[src/rtl/gb_cart_pkg.sv]
// Shared constants and FSM state type for the GB cartridge MBC controller.
// Region bases split the 0x0000-0x7FFF write window into the four MBC registers.
package gb_cart_pkg;

  localparam int ROM_ADDR_W = 21;

  localparam logic [15:0] RAM_EN_BASE  = 16'h0000;
  localparam logic [15:0] BANK_LO_BASE = 16'h2000;
  localparam logic [15:0] BANK_HI_BASE = 16'h4000;
  localparam logic [15:0] MODE_BASE    = 16'h6000;
  localparam logic [15:0] REGION_END   = 16'h8000;

  localparam logic [3:0] RAM_EN_KEY = 4'hA;

  typedef enum logic [1:0] {
    IDLE      = 2'd0,
    WR_LOW    = 2'd1,
    WR_COMMIT = 2'd2,
    RD_ACT    = 2'd3
  } mbc_state_e;

endpackage

[src/rtl/gb_sync.sv]
// Multi-flop synchronizer for an active-low GB bus strobe; resets to the
// inactive (high) level so no phantom strobe appears after reset.
module gb_sync #(
  parameter int STAGES = 2
) (
  input  logic clk,
  input  logic rst,
  input  logic d,
  output logic q
);

  logic [STAGES-1:0] chain;

  always_ff @(posedge clk or posedge rst) begin
    if (rst) begin
      chain <= '1;
    end else begin
      chain[0] <= d;
      for (int i = 1; i < STAGES; i++) begin
        chain[i] <= chain[i-1];
      end
    end
  end

  assign q = chain[STAGES-1];

endmodule

[src/rtl/gb_mbc_ctrl.sv]
// MBC-style GB cartridge controller: decodes bus writes into bank registers and
// maps ROM addresses. Define GB_MBC_RAM_BANK_EN to drive ram_bank from bank_hi.
module gb_mbc_ctrl
  import gb_cart_pkg::*;
#(
  parameter int SYNC_STAGES = 2
) (
  input  logic                  clk,
  input  logic                  rst,
  input  logic [15:0]           gb_addr,
  input  logic [7:0]            gb_din,
  input  logic                  gb_wr_n,
  input  logic                  gb_rd_n,
  output logic [ROM_ADDR_W-1:0] rom_addr,
  output logic                  data_oe,
  output logic                  ram_en,
  output logic [1:0]            ram_bank,
  output logic                  bank_mode
);

  // Strobe semantics: a write is accepted only when the synchronized wr_n stays
  // low for at least 2 clk and then rises; the latched bus values commit for
  // one clk. A read drives data_oe while rd_n is low in the ROM window; a
  // concurrent write always takes priority over a read.
  mbc_state_e state, state_next;
  logic        wr_n_s, rd_n_s;
  logic [1:0]  low_cnt;
  logic [15:0] lat_addr;
  logic [4:0]  lat_data;
  logic [4:0]  bank_lo;
  logic [1:0]  bank_hi;
  logic        latch_en, commit, oe_next;
  logic        unused_din;

  assign unused_din = ^gb_din[7:5];

  gb_sync #(.STAGES(SYNC_STAGES)) u_sync_wr (.clk(clk), .rst(rst), .d(gb_wr_n), .q(wr_n_s));
  gb_sync #(.STAGES(SYNC_STAGES)) u_sync_rd (.clk(clk), .rst(rst), .d(gb_rd_n), .q(rd_n_s));

  always_ff @(posedge clk or posedge rst) begin
    if (rst) state <= IDLE;
    else     state <= state_next;
  end

  always_comb begin
    state_next = state;
    case (state)
      IDLE: begin
        if (!wr_n_s)                      state_next = WR_LOW;
        else if (!rd_n_s && !gb_addr[15]) state_next = RD_ACT;
      end
      WR_LOW: begin
        if (wr_n_s) state_next = (low_cnt == 2'd2) ? WR_COMMIT : IDLE;
      end
      WR_COMMIT: state_next = IDLE;
      RD_ACT: begin
        if (!wr_n_s)                    state_next = WR_LOW;
        else if (rd_n_s || gb_addr[15]) state_next = IDLE;
      end
      default: state_next = IDLE;
    endcase
  end

  always_comb begin
    latch_en = (state == WR_LOW);
    commit   = (state == WR_COMMIT);
    oe_next  = (state_next == RD_ACT);
  end

  // low_cnt counts synchronized-low clocks, saturating at 2; the IDLE sample
  // that triggered the entry into WR_LOW is the first one.
  always_ff @(posedge clk or posedge rst) begin
    if (rst) begin
      low_cnt  <= 2'd0;
      lat_addr <= 16'h0000;
      lat_data <= 5'd0;
    end else begin
      if (state_next == WR_LOW && state != WR_LOW) low_cnt <= 2'd1;
      else if (latch_en && !wr_n_s && low_cnt != 2'd2) low_cnt <= low_cnt + 2'd1;
      if (latch_en) begin
        lat_addr <= gb_addr;
        lat_data <= gb_din[4:0];
      end
    end
  end

  always_ff @(posedge clk or posedge rst) begin
    if (rst) begin
      bank_lo   <= 5'd1;
      bank_hi   <= 2'd0;
      bank_mode <= 1'b0;
      ram_en    <= 1'b0;
      data_oe   <= 1'b0;
    end else begin
      data_oe <= oe_next;
      if (commit && lat_addr < REGION_END) begin
        if (lat_addr < BANK_LO_BASE)      ram_en    <= (lat_data[3:0] == RAM_EN_KEY);
        else if (lat_addr < BANK_HI_BASE) bank_lo   <= (lat_data == 5'd0) ? 5'd1 : lat_data;
        else if (lat_addr < MODE_BASE)    bank_hi   <= lat_data[1:0];
        else                              bank_mode <= lat_data[0];
      end
    end
  end

  always_comb begin
    if (gb_addr[14]) rom_addr = {bank_hi, bank_lo, gb_addr[13:0]};
    else             rom_addr = {(bank_mode ? bank_hi : 2'b00), 5'b00000, gb_addr[13:0]};
  end

`ifdef GB_MBC_RAM_BANK_EN
  assign ram_bank = bank_mode ? bank_hi : 2'b00;
`else
  assign ram_bank = 2'b00;
`endif

endmodule

[config.mk]
export PLATFORM = sky130hd
export DESIGN_NAME = gb_mbc_ctrl
export DESIGN_NICKNAME = d
export VERILOG_FILES = /design/src/rtl/gb_cart_pkg.sv /design/src/rtl/gb_sync.sv /design/src/rtl/gb_mbc_ctrl.sv
export SDC_FILE = /design/constraint.sdc
export NUM_CORES = 1
export LEC_CHECK = 0
export ABC_AREA = 1
export CAP_MARGIN = 25
export CORE_UTILIZATION = 42
export DETAILED_ROUTE_END_ITERATION = 6
export PLACE_DENSITY = 0.79
export REMOVE_ABC_BUFFERS = 1
export SLEW_MARGIN = 20
export SYNTH_ARGS = -nofsm -noshare
export SYNTH_HDL_FRONTEND = slang
export SYNTH_SLANG_ARGS = --single-unit
export TNS_END_PERCENT = 1
[constraint.sdc]
create_clock -name clk -period 1.09 [get_ports clk]
set_input_delay 0.218 -clock clk [delete_from_list [all_inputs] [get_ports clk]]
set_output_delay 0.218 -clock clk [all_outputs]
set_load 0.005 [all_outputs]
Word level (Yosys, flattened, before mapping)
Index checks and enable logic that the tools add are counted.

Register bits: 39. Bits of input ports: 28. Output and inout bits: 26. Word-level logic and storage cells: 56.

Add/subtract/negate cells: 1. Order comparisons: 4. Eq/ne operators: 9. Muxes and demuxes: 12. Bitwise gates (word level): 3. Reduce and logical (&&, ||, !) cells: 16.

Operators by type and width (count): $lt A16 B15 Y1 const B (2); $mux W21 (1); $mux W2 (9); $lt A16 B14 Y1 const B (1); $lt A16 B16 Y1 const B (1); $eq A2 B2 Y1 const B (4); $pmux W2 S4 (1); $reduce_and A4 Y1 (2); $logic_and A1 B1 Y1 (5); $logic_not A5 Y1 (1); $mux W5 (1); $eq A2 B1 Y1 const B (2); $eq A4 B4 Y1 const B (1); $logic_not A1 Y1 (3); $not A1 Y1 (3); $reduce_and A3 Y1 (1); $add A2 B1 Y2 const B (1); $logic_not A2 Y1 (1); $ne A2 B1 Y1 const B (1); $ne A2 B2 Y1 const B (1); $reduce_and A2 Y1 (1); $reduce_bool A2 Y1 (1); $logic_or A1 B1 Y1 (1).

Longest topological paths before layout
Gate-level depths: netlist of run 1.

Depth after elaboration: 8. Gate-level depth with buffers: 6.

Hierarchy
Synthesis of run 1 repeated with hierarchy kept, for this count alone.

Cell total of the unflattened synthesis: 152. Area, all modules: 1342.5 um^2.

Modules (own cells, without submodules): gb_mbc_ctrl (instances 1, cells an instance 146, area each 1229.9 um^2); gb_sync (instances 2, cells an instance 3, area each 56.3 um^2).

Worst setup path before layout of run 1
No wires, ideal clock.

Kind: register to register. Start: reg state[0]. End: reg bank_lo[1]. Library setup time: 117 ps. Data arrival time: 881 ps. Data required time: 973 ps. Setup slack: 92 ps. Stages on the path, launching flop included: 7. Path buffers: 0. Period minus slack after synthesis: 998 ps. Cell sequence: dfrtp_1 -> inv_2 -> nand2_4 -> nor2_4 -> nand2_4 -> nand2_1 -> nand2_1.

Word-level cells in the longest chain between the ends: 3.

Ends and longest elaborated chain: from (decl) (line gb_mbc_ctrl.sv:25) `mbc_state_e state, state_next;`; from (signal assigned) (line gb_mbc_ctrl.sv:42) `else state <= state_next;`; $eq A2 B2 Y1 (line gb_mbc_ctrl.sv:66) `commit = (state == WR_COMMIT);`; $logic_and A1 B1 Y1 (line gb_mbc_ctrl.sv:96) `if (commit && lat_addr < REGION_END) begin`; $reduce_and A3 Y1 (no source line); to (signal assigned) (line gb_mbc_ctrl.sv:98) `else if (lat_addr < BANK_HI_BASE) bank_lo <= (lat_data == 5'd0) ? 5'd1 : lat_data;`; to (decl) (line gb_mbc_ctrl.sv:30) `logic [4:0] bank_lo;`.

No other way between the ends. A chain may end at the register's enable or synchronous reset.

Worst setup path after layout of run 1
Start: reg bank_mode. End: out rom_addr[20].

Word-level cells in the longest chain between the ends: 2.

Ends and longest elaborated chain: from (decl) (line gb_mbc_ctrl.sv:18) `output logic bank_mode`; from (signal assigned) (line gb_mbc_ctrl.sv:100) `else bank_mode <= lat_data[0];`; $mux W2 (line gb_mbc_ctrl.sv:107) `else rom_addr = {(bank_mode ? bank_hi : 2'b00), 5'b00000, gb_addr[13:0]};`; $mux W21 (line gb_mbc_ctrl.sv:106) `if (gb_addr[14]) rom_addr = {bank_hi, bank_lo, gb_addr[13:0]};`; to (decl) (line gb_mbc_ctrl.sv:14) `output logic [ROM_ADDR_W-1:0] rom_addr,`.

No other way between the ends.

==> results.py, run 1 <==
metrics = {
    "floorplan": {
        "coreArea_sq_mm": 0.002853,
        "die_y_microns": 57.98,
        "start_util_pct": 46.14,
        "die_w_microns": 57.98,
        "die_area_sq_mm": 0.003362,
        "io_pins": 54,
        "rows": 19,
    },
    "cts": {
        "cts_buffer_depth": 2,
        "cts_max_level": 1,
        "clockRootBuffer": "clkbuf_4",
        "cts_buffers": 3,
        "cts.sinks": 26,
        "cts_hold_buf": 0,
        "cts_tree": "done",
        "clock_latency_ns": 0.33,
        "cts.clk_slew.worst_paths_ns": 0.14,
    },
    "worst_setup_path": {
        "crit_fanout": 2,
        "end_kind": "primary output",
        "start_kind": "flip-flop",
        "cp_slowest_cell": "dfrtp_1",
        "required_ns": 0.87,
        "cpPeakStageDelay_ns": 0.42,
        "crit_chain": "buf_6, o21a_1, buf_2",
        "crit_type": "flip-flop to primary output",
        "worstPathArrival_ns": 1.15,
    },
    "yosys": {
        "synth.area.top_cells": "dfrtp_1 40%, nand2_1 13%, dfstp_2 10%, buf_4 9.1%, nand3_1 4.6%",
        "synth_warnings": 0,
        "syn_inst": 152,
        "synth_cell_types": 21,
        "netlist_area_sq_mm": 0.001316,
        "ys_seq_area_share_pct": 49.90,
        "synth_top_area_cell": "dfrtp_1",
        "yosys.area.top_type_share_pct": 39.92,
        "synth_area_per_cell_sq_um": 8.660,
        "ys_ff_latch": 26,
    },
    "drt": {
        "drt_pass1_iterations": 7,
        "vias": 1012,
        "first_iter_violations": 25,
        "detail-route-antenna-nets": 0,
        "post_drt_wl_per_cell_microns": 12.82,
        "drc_errors": 1,
        "wirelength_microns": 2590,
        "routed_via_density": 5.010,
    },
    "global_routing": {
        "gr-total-overflow": 0,
        "grt_usage_pct": 17.75,
        "grt_pass1_vias": 1035,
        "antenna_found_initial": 0,
        "grt_pass1_wl_microns": 4450,
        "grt_max_degree": 27,
    },
    "sta": {
        "rsz0062_at_grt": "yes",
        "min_period_ns": 1.366,
        "slew_viol_final": 0,
        "setup_tns_ns": -1.345,
        "fmax_ghz": 0.7321,
        "hold_viol": 0,
        "fin_skew_ns": 0.002594,
        "setup_violations": 15,
        "finalWorstSetupSlack_ns": -0.2759,
        "min_period_over_period_pct": 125.3,
    },
    "power_and_ir_drop": {
        "power_density_mw_per_mm2": 1811,
        "leakage_nw": 0.8414,
        "vdd_drop_max_mv": 0.6564,
    },
    "final_layout": {
        "final_common_cell": "nand2_1",
        "final_cell_mix": "45 x nand2_1, 19 x dfrtp_1, 14 x inv_1",
        "fin_nets": 201,
        "fin_util_pct": 53.86,
        "diodes": 0,
        "drive_above_1_share_pct": 29.82,
        "area_growth_pct": 16.73,
    },
    "placement": {
        "hpwlAfterDp_microns": 1931,
        "place.gp.congestion": 0.8220,
        "pre_cts_slack_ns": -0.6334,
        "io_buffers": 22,
    },
    "hold_path": {
        "min_path_type": "primary input to async pin",
    },
    "job": {
        "maxCapViolations": 0,
    },
    "run_status": {
        "violations": "design-rule violations, negative setup slack",
        "status": "complete, but fails checks",
    },
}
==> Yosys cell counts <==
| cell type | n |
|---|---|
| nor2_4 | 3 |
| dfstp_2 | 5 |
| inv_4 | 1 |
| ha_1 | 1 |
| nand3_1 | 12 |
| o21ai_0 | 2 |
| o21ai_1 | 1 |
| inv_2 | 4 |
| o21a_1 | 2 |
| nand4_1 | 4 |
| o21ai_2 | 5 |
| inv_1 | 14 |
| dfrtp_1 | 21 |
| a21oi_1 | 1 |
| nor2_1 | 8 |
| clkbuf_1 | 1 |
| conb_1 | 1 |
| nand2_4 | 3 |
| nand2_1 | 46 |
| buf_4 | 16 |
| buf_6 | 1 |
==> metrics by stage <==
step | hold WS [ns] | instance area, sq um | power (W) | instances
after floorplan | 0.2225 | 1185 | 0.001876 | 135
after global placement | 0.3458 | 1509 | 0.002226 | 195
after detailed placement | 0.3473 | 1509 | 0.002291 | 195
after CTS | 0.1949 | 1551 | 0.002812 | 202
after global routing | 0.2167 | 1536 | 0.002978 | 202
final | 0.1900 | 1536 | 0.002783 | 202
==> report_power, final <==
group	switching (W)	internal [W]	total (W)
Clock	0.000294	0.000205	0.000499
Combinational	0.000466	0.000423	0.000889
Sequential	0.000179	0.00122	0.00140
Total	0.000939	0.00184	0.00278
==> path summary, 6_finish.rpt <==
kind | slack (ns) | start | depth (start not counted) | to
setup / recovery | -0.28 | bank_mode | 3 | rom_addr[20]
hold / removal | 0.19 | rst | 3 | lat_addr[13]
setup reg to reg | -0.05 | state[0] | 6 | bank_lo[1]
hold reg to reg | 0.37 | u_sync_wr.chain[0] | 0 | u_sync_wr.chain[1]
max in group asynchronous | 0.67 | rst | 3 | bank_lo[0]
min in group clk | 0.27 | gb_rd_n | 1 | u_sync_rd.chain[0]
==> cell type report <==
class | instances | area (sq um)
tap | 31 | 38.79
multi-input combinational | 90 | 462.9
fill | 257 | 1316
inverter | 19 | 83.83
clock buffer | 4 | 36.28
sequential | 26 | 659.4
timing repair buffer | 32 | 255.2
==> kinds of logic (layout without fill, tap and decap cells) <==
family,count (synthesis),in the layout,share of synthesized area (%)
AND/OR/NAND/NOR,76,76,27.00
buffers and inverters,37,55,15.87
flip-flops,26,26,49.90
AO/OA/AOI/OAI,11,11,5.987
adder cells (fa/ha/maj),1,1,0.9504
other,1,2,0.2849
==> routing by layer <==
metal	GRT usage, %	vias up	wire [microns]	share of wire (%)
met1	18.78	477	1020	39
met4	10.20	0	61	2.4
li1	-	494	-	-
met2	30.05	36	1302	50
met5	0	-	0	0
met3	6.920	5	206	8.0
==> repair_timing <==
item,4_1_cts,5_1_grt
resized for setup,37,11
buffers inserted,3,0
pin swaps,3,1
endpoints found under the setup margin,19,21
==> flip-flops by register name, indices dropped and copies added, names as in the netlist <==
signal / flops
u_sync_rd.chain: 2
low_cnt: 2
u_sync_wr.chain: 2
data_oe: 1
lat_data: 5
bank_lo: 5
bank_hi: 2
lat_addr: 3
ram_en: 1
state: 2
bank_mode: 1
==> worst max-delay path: cells and delay by family (launching register included) <==
kind	cells	cell delay [ns]
buf+inv	2	0.24
compound gates	1	0.16
flops	1	0.42
Power figures use the tool's default switching activity.
==> inputs of run 2 (changes only) <==
Settings changed: CTS_CLUSTER_DIAMETER set to 120.
==> results of run 2 <==
The final DEF is identical to that of run 1; final timing and power are the same.
==> variant (flow settings as in run 1) <==
Add an input register stage for `gb_addr`, `gb_din`, `gb_wr_n` and `gb_rd_n`; this delays them by one clock.
--- a/src/rtl/gb_mbc_ctrl.sv
+++ b/src/rtl/gb_mbc_ctrl.sv
@@ -18,6 +18,18 @@
   output logic                  bank_mode
 );
 
+  logic [15:0] gb_addr_q;
+  logic [7:0] gb_din_q;
+  logic gb_wr_n_q;
+  logic gb_rd_n_q;
+
+  always_ff @(posedge clk) begin
+    gb_addr_q <= gb_addr;
+    gb_din_q  <= gb_din;
+    gb_wr_n_q <= gb_wr_n;
+    gb_rd_n_q <= gb_rd_n;
+  end
+
   // Strobe semantics: a write is accepted only when the synchronized wr_n stays
   // low for at least 2 clk and then rises; the latched bus values commit for
   // one clk. A read drives data_oe while rd_n is low in the ROM window; a
@@ -32,10 +44,10 @@
   logic        latch_en, commit, oe_next;
   logic        unused_din;
 
-  assign unused_din = ^gb_din[7:5];
+  assign unused_din = ^gb_din_q[7:5];
 
-  gb_sync #(.STAGES(SYNC_STAGES)) u_sync_wr (.clk(clk), .rst(rst), .d(gb_wr_n), .q(wr_n_s));
-  gb_sync #(.STAGES(SYNC_STAGES)) u_sync_rd (.clk(clk), .rst(rst), .d(gb_rd_n), .q(rd_n_s));
+  gb_sync #(.STAGES(SYNC_STAGES)) u_sync_wr (.clk(clk), .rst(rst), .d(gb_wr_n_q), .q(wr_n_s));
+  gb_sync #(.STAGES(SYNC_STAGES)) u_sync_rd (.clk(clk), .rst(rst), .d(gb_rd_n_q), .q(rd_n_s));
 
   always_ff @(posedge clk or posedge rst) begin
     if (rst) state <= IDLE;
@@ -47,7 +59,7 @@
     case (state)
       IDLE: begin
         if (!wr_n_s)                      state_next = WR_LOW;
-        else if (!rd_n_s && !gb_addr[15]) state_next = RD_ACT;
+        else if (!rd_n_s && !gb_addr_q[15]) state_next = RD_ACT;
       end
       WR_LOW: begin
         if (wr_n_s) state_next = (low_cnt == 2'd2) ? WR_COMMIT : IDLE;
@@ -55,7 +67,7 @@
       WR_COMMIT: state_next = IDLE;
       RD_ACT: begin
         if (!wr_n_s)                    state_next = WR_LOW;
-        else if (rd_n_s || gb_addr[15]) state_next = IDLE;
+        else if (rd_n_s || gb_addr_q[15]) state_next = IDLE;
       end
       default: state_next = IDLE;
     endcase
@@ -78,8 +90,8 @@
       if (state_next == WR_LOW && state != WR_LOW) low_cnt <= 2'd1;
       else if (latch_en && !wr_n_s && low_cnt != 2'd2) low_cnt <= low_cnt + 2'd1;
       if (latch_en) begin
-        lat_addr <= gb_addr;
-        lat_data <= gb_din[4:0];
+        lat_addr <= gb_addr_q;
+        lat_data <= gb_din_q[4:0];
       end
     end
   end
@@ -103,8 +115,8 @@
   end
 
   always_comb begin
-    if (gb_addr[14]) rom_addr = {bank_hi, bank_lo, gb_addr[13:0]};
-    else             rom_addr = {(bank_mode ? bank_hi : 2'b00), 5'b00000, gb_addr[13:0]};
+    if (gb_addr_q[14]) rom_addr = {bank_hi, bank_lo, gb_addr_q[13:0]};
+    else             rom_addr = {(bank_mode ? bank_hi : 2'b00), 5'b00000, gb_addr_q[13:0]};
   end
 
 `ifdef GB_MBC_RAM_BANK_EN
Formal check against the unedited RTL: not equivalent (Yosys sat finds a counterexample within 4 cycles, from zero or initial values and one cycle with rst high).
==> variant against run 1 <==
  * The flow finishes with violations (setup timing)
  * Cell area is 54% higher
  * Power up 41%
  * Non-clock buffer count rose by 27
  * Hold slack better by 0.051 ns
  * Synthesized area rose by 36%
  * Sequential cell count rose by 23
  * Synthesized cell count is 11% higher
  * Routed wire length rose by 8.0%
  * Setup slack improved by 0.064 ns
  * Largest cell class unchanged
==> variant: results (changes against run 1) <==
status: "complete, but fails checks"  # unchanged
violations: "setup timing"  # was DRC, setup timing
route.met3.wl_um: 243  # was 206 um
globalplace.congestion: 0.742  # was 0.822
rr_worst_depth: 6  # unchanged
wl_met2_um: 1370  # was 1300 um
drt-initial-drc-count: 58  # was 25
layout-drive-gt1-share_pct: 32.0  # was 29.8%
synth_common_cells: "33 x nand2_1, 23 x dfxtp_1, 21 x dfrtp_1, 21 x inv_1, 16 x buf_4"  # was 46 x nand2_1, 21 x dfrtp_1, 16 x buf_4
wirelength_um: 2800  # was 2590 um
setup_tns_ns: -0.912  # was -1.35 ns
async_reset_ff_share_pct: 53.1  # was 100%
synthXorXnorAreaFrac_pct: 0  # unchanged
synth_compound_area_share_pct: 6.30  # was 5.99%
reg2reg_to: "bank_lo[2]"  # was bank_lo[1]
vias: 1201  # was 1012
fin_skew_ns: 0.00366  # was 0.00259 ns
placed_cell_area_sq_mm: 0.00227  # was 0.00151 sq mm
ys_types: 26  # was 21
setup_ws_ns: -0.212  # was -0.276 ns
synth_fa_ha_area_share_pct: 0.700  # was 0.951%
met1_usage_pct: 15.1  # was 18.8%
critPathArrivalTime_ns: 1.08  # was 1.15 ns
m1WireLength_um: 1130  # was 1020 um
drt_pass1_iterations: 4  # was 7
root_buffer: "clkbuf_8"  # was clkbuf_4
grt_use_met3_pct: 6.08  # was 6.92%
setup_viol: 8  # was 15
regMostFlops: "gb_addr_q"
ir_worst_vdd_v: 0.000976  # was 0.000656 V
insertion_delay_ns: 0.30  # was 0.33 ns
cts_made_buffers: 5  # was 3
path_clk_slew_ns: 0.08  # was 0.14 ns
io_buffers: 48  # was 22
whs_ns: 0.241  # was 0.190 ns
n_antenna_cell: 0  # unchanged
synth_seq_area_share_pct: 62.5  # was 49.9%
place_hpwl_um: 2050  # was 1930 um
post-place-ws_ns: -0.238  # was -0.633 ns
switching_share_pct: 26.5  # was 33.7%
htreeDepth: 2  # was 1
fillCellCount: 387  # was 257
routedWlPerCell_um: 10.4  # was 12.8 um
ys_top_cells_by_area: "dfrtp_1 29%, dfxtp_1 26%, dfstp_2 7.3%"  # was dfrtp_1 40%, nand2_1 13%, dfstp_2 10%
pwr-share-seq_pct: 55.4  # was 50.1%
grt_usage_pct: 14.5  # was 17.8%
synthCells: 169  # was 152
power_density_mw_per_mm2: 1660  # was 1810 mW/mm^2
r2r_slack_ns: 0.02  # was -0.05 ns
nets: 247  # was 201
synthFlopType: "dfxtp_1"  # was dfrtp_1
total_leakage_power_nw: 1.17  # was 0.841 nW
variant: cell types whose count changed after synthesis, sizes merged:
cell   change
dfxtp     +23
nand2     -10
inv        +6
o21ai      +6
nor2       -5
nand3      -4
nand4      +1
variant: cell type report:
type	instances	area (sq um)	share of cell area, %
Tap cell	50	62.6	2.65
Inverter	25	98.8	4.18
Clock buffer	8	80.1	3.39
Sequential cell	49	1120	47.6
Timing Repair Buffer	59	528	22.4
Multi-Input combinational cell	78	469	19.9
variant: cells by family (layout without fill, tap and decap cells):
family,after synthesis,in the layout
buffers and inverters,43,92
AOI/OAI and AO/OA,17,17
and+or+nand+nor,58,58
other,1,2
DFF,49,49
adders and majority gates,1,1
variant: worst reg2reg max path, delay by kind of cell (launching register included):
kind / cells / cell delay, ns
AOI/OAI and AO/OA: 1 / 0.06
buffers and inverters: 1 / 0.09
and+or+nand+nor: 4 / 0.39
DFF: 1 / 0.43
variant: repair_timing:
item,in CTS,in global routing
setup buffers,4,0
pin swaps,2,2
endpoints found under the setup margin,24,36
resized for setup,47,32
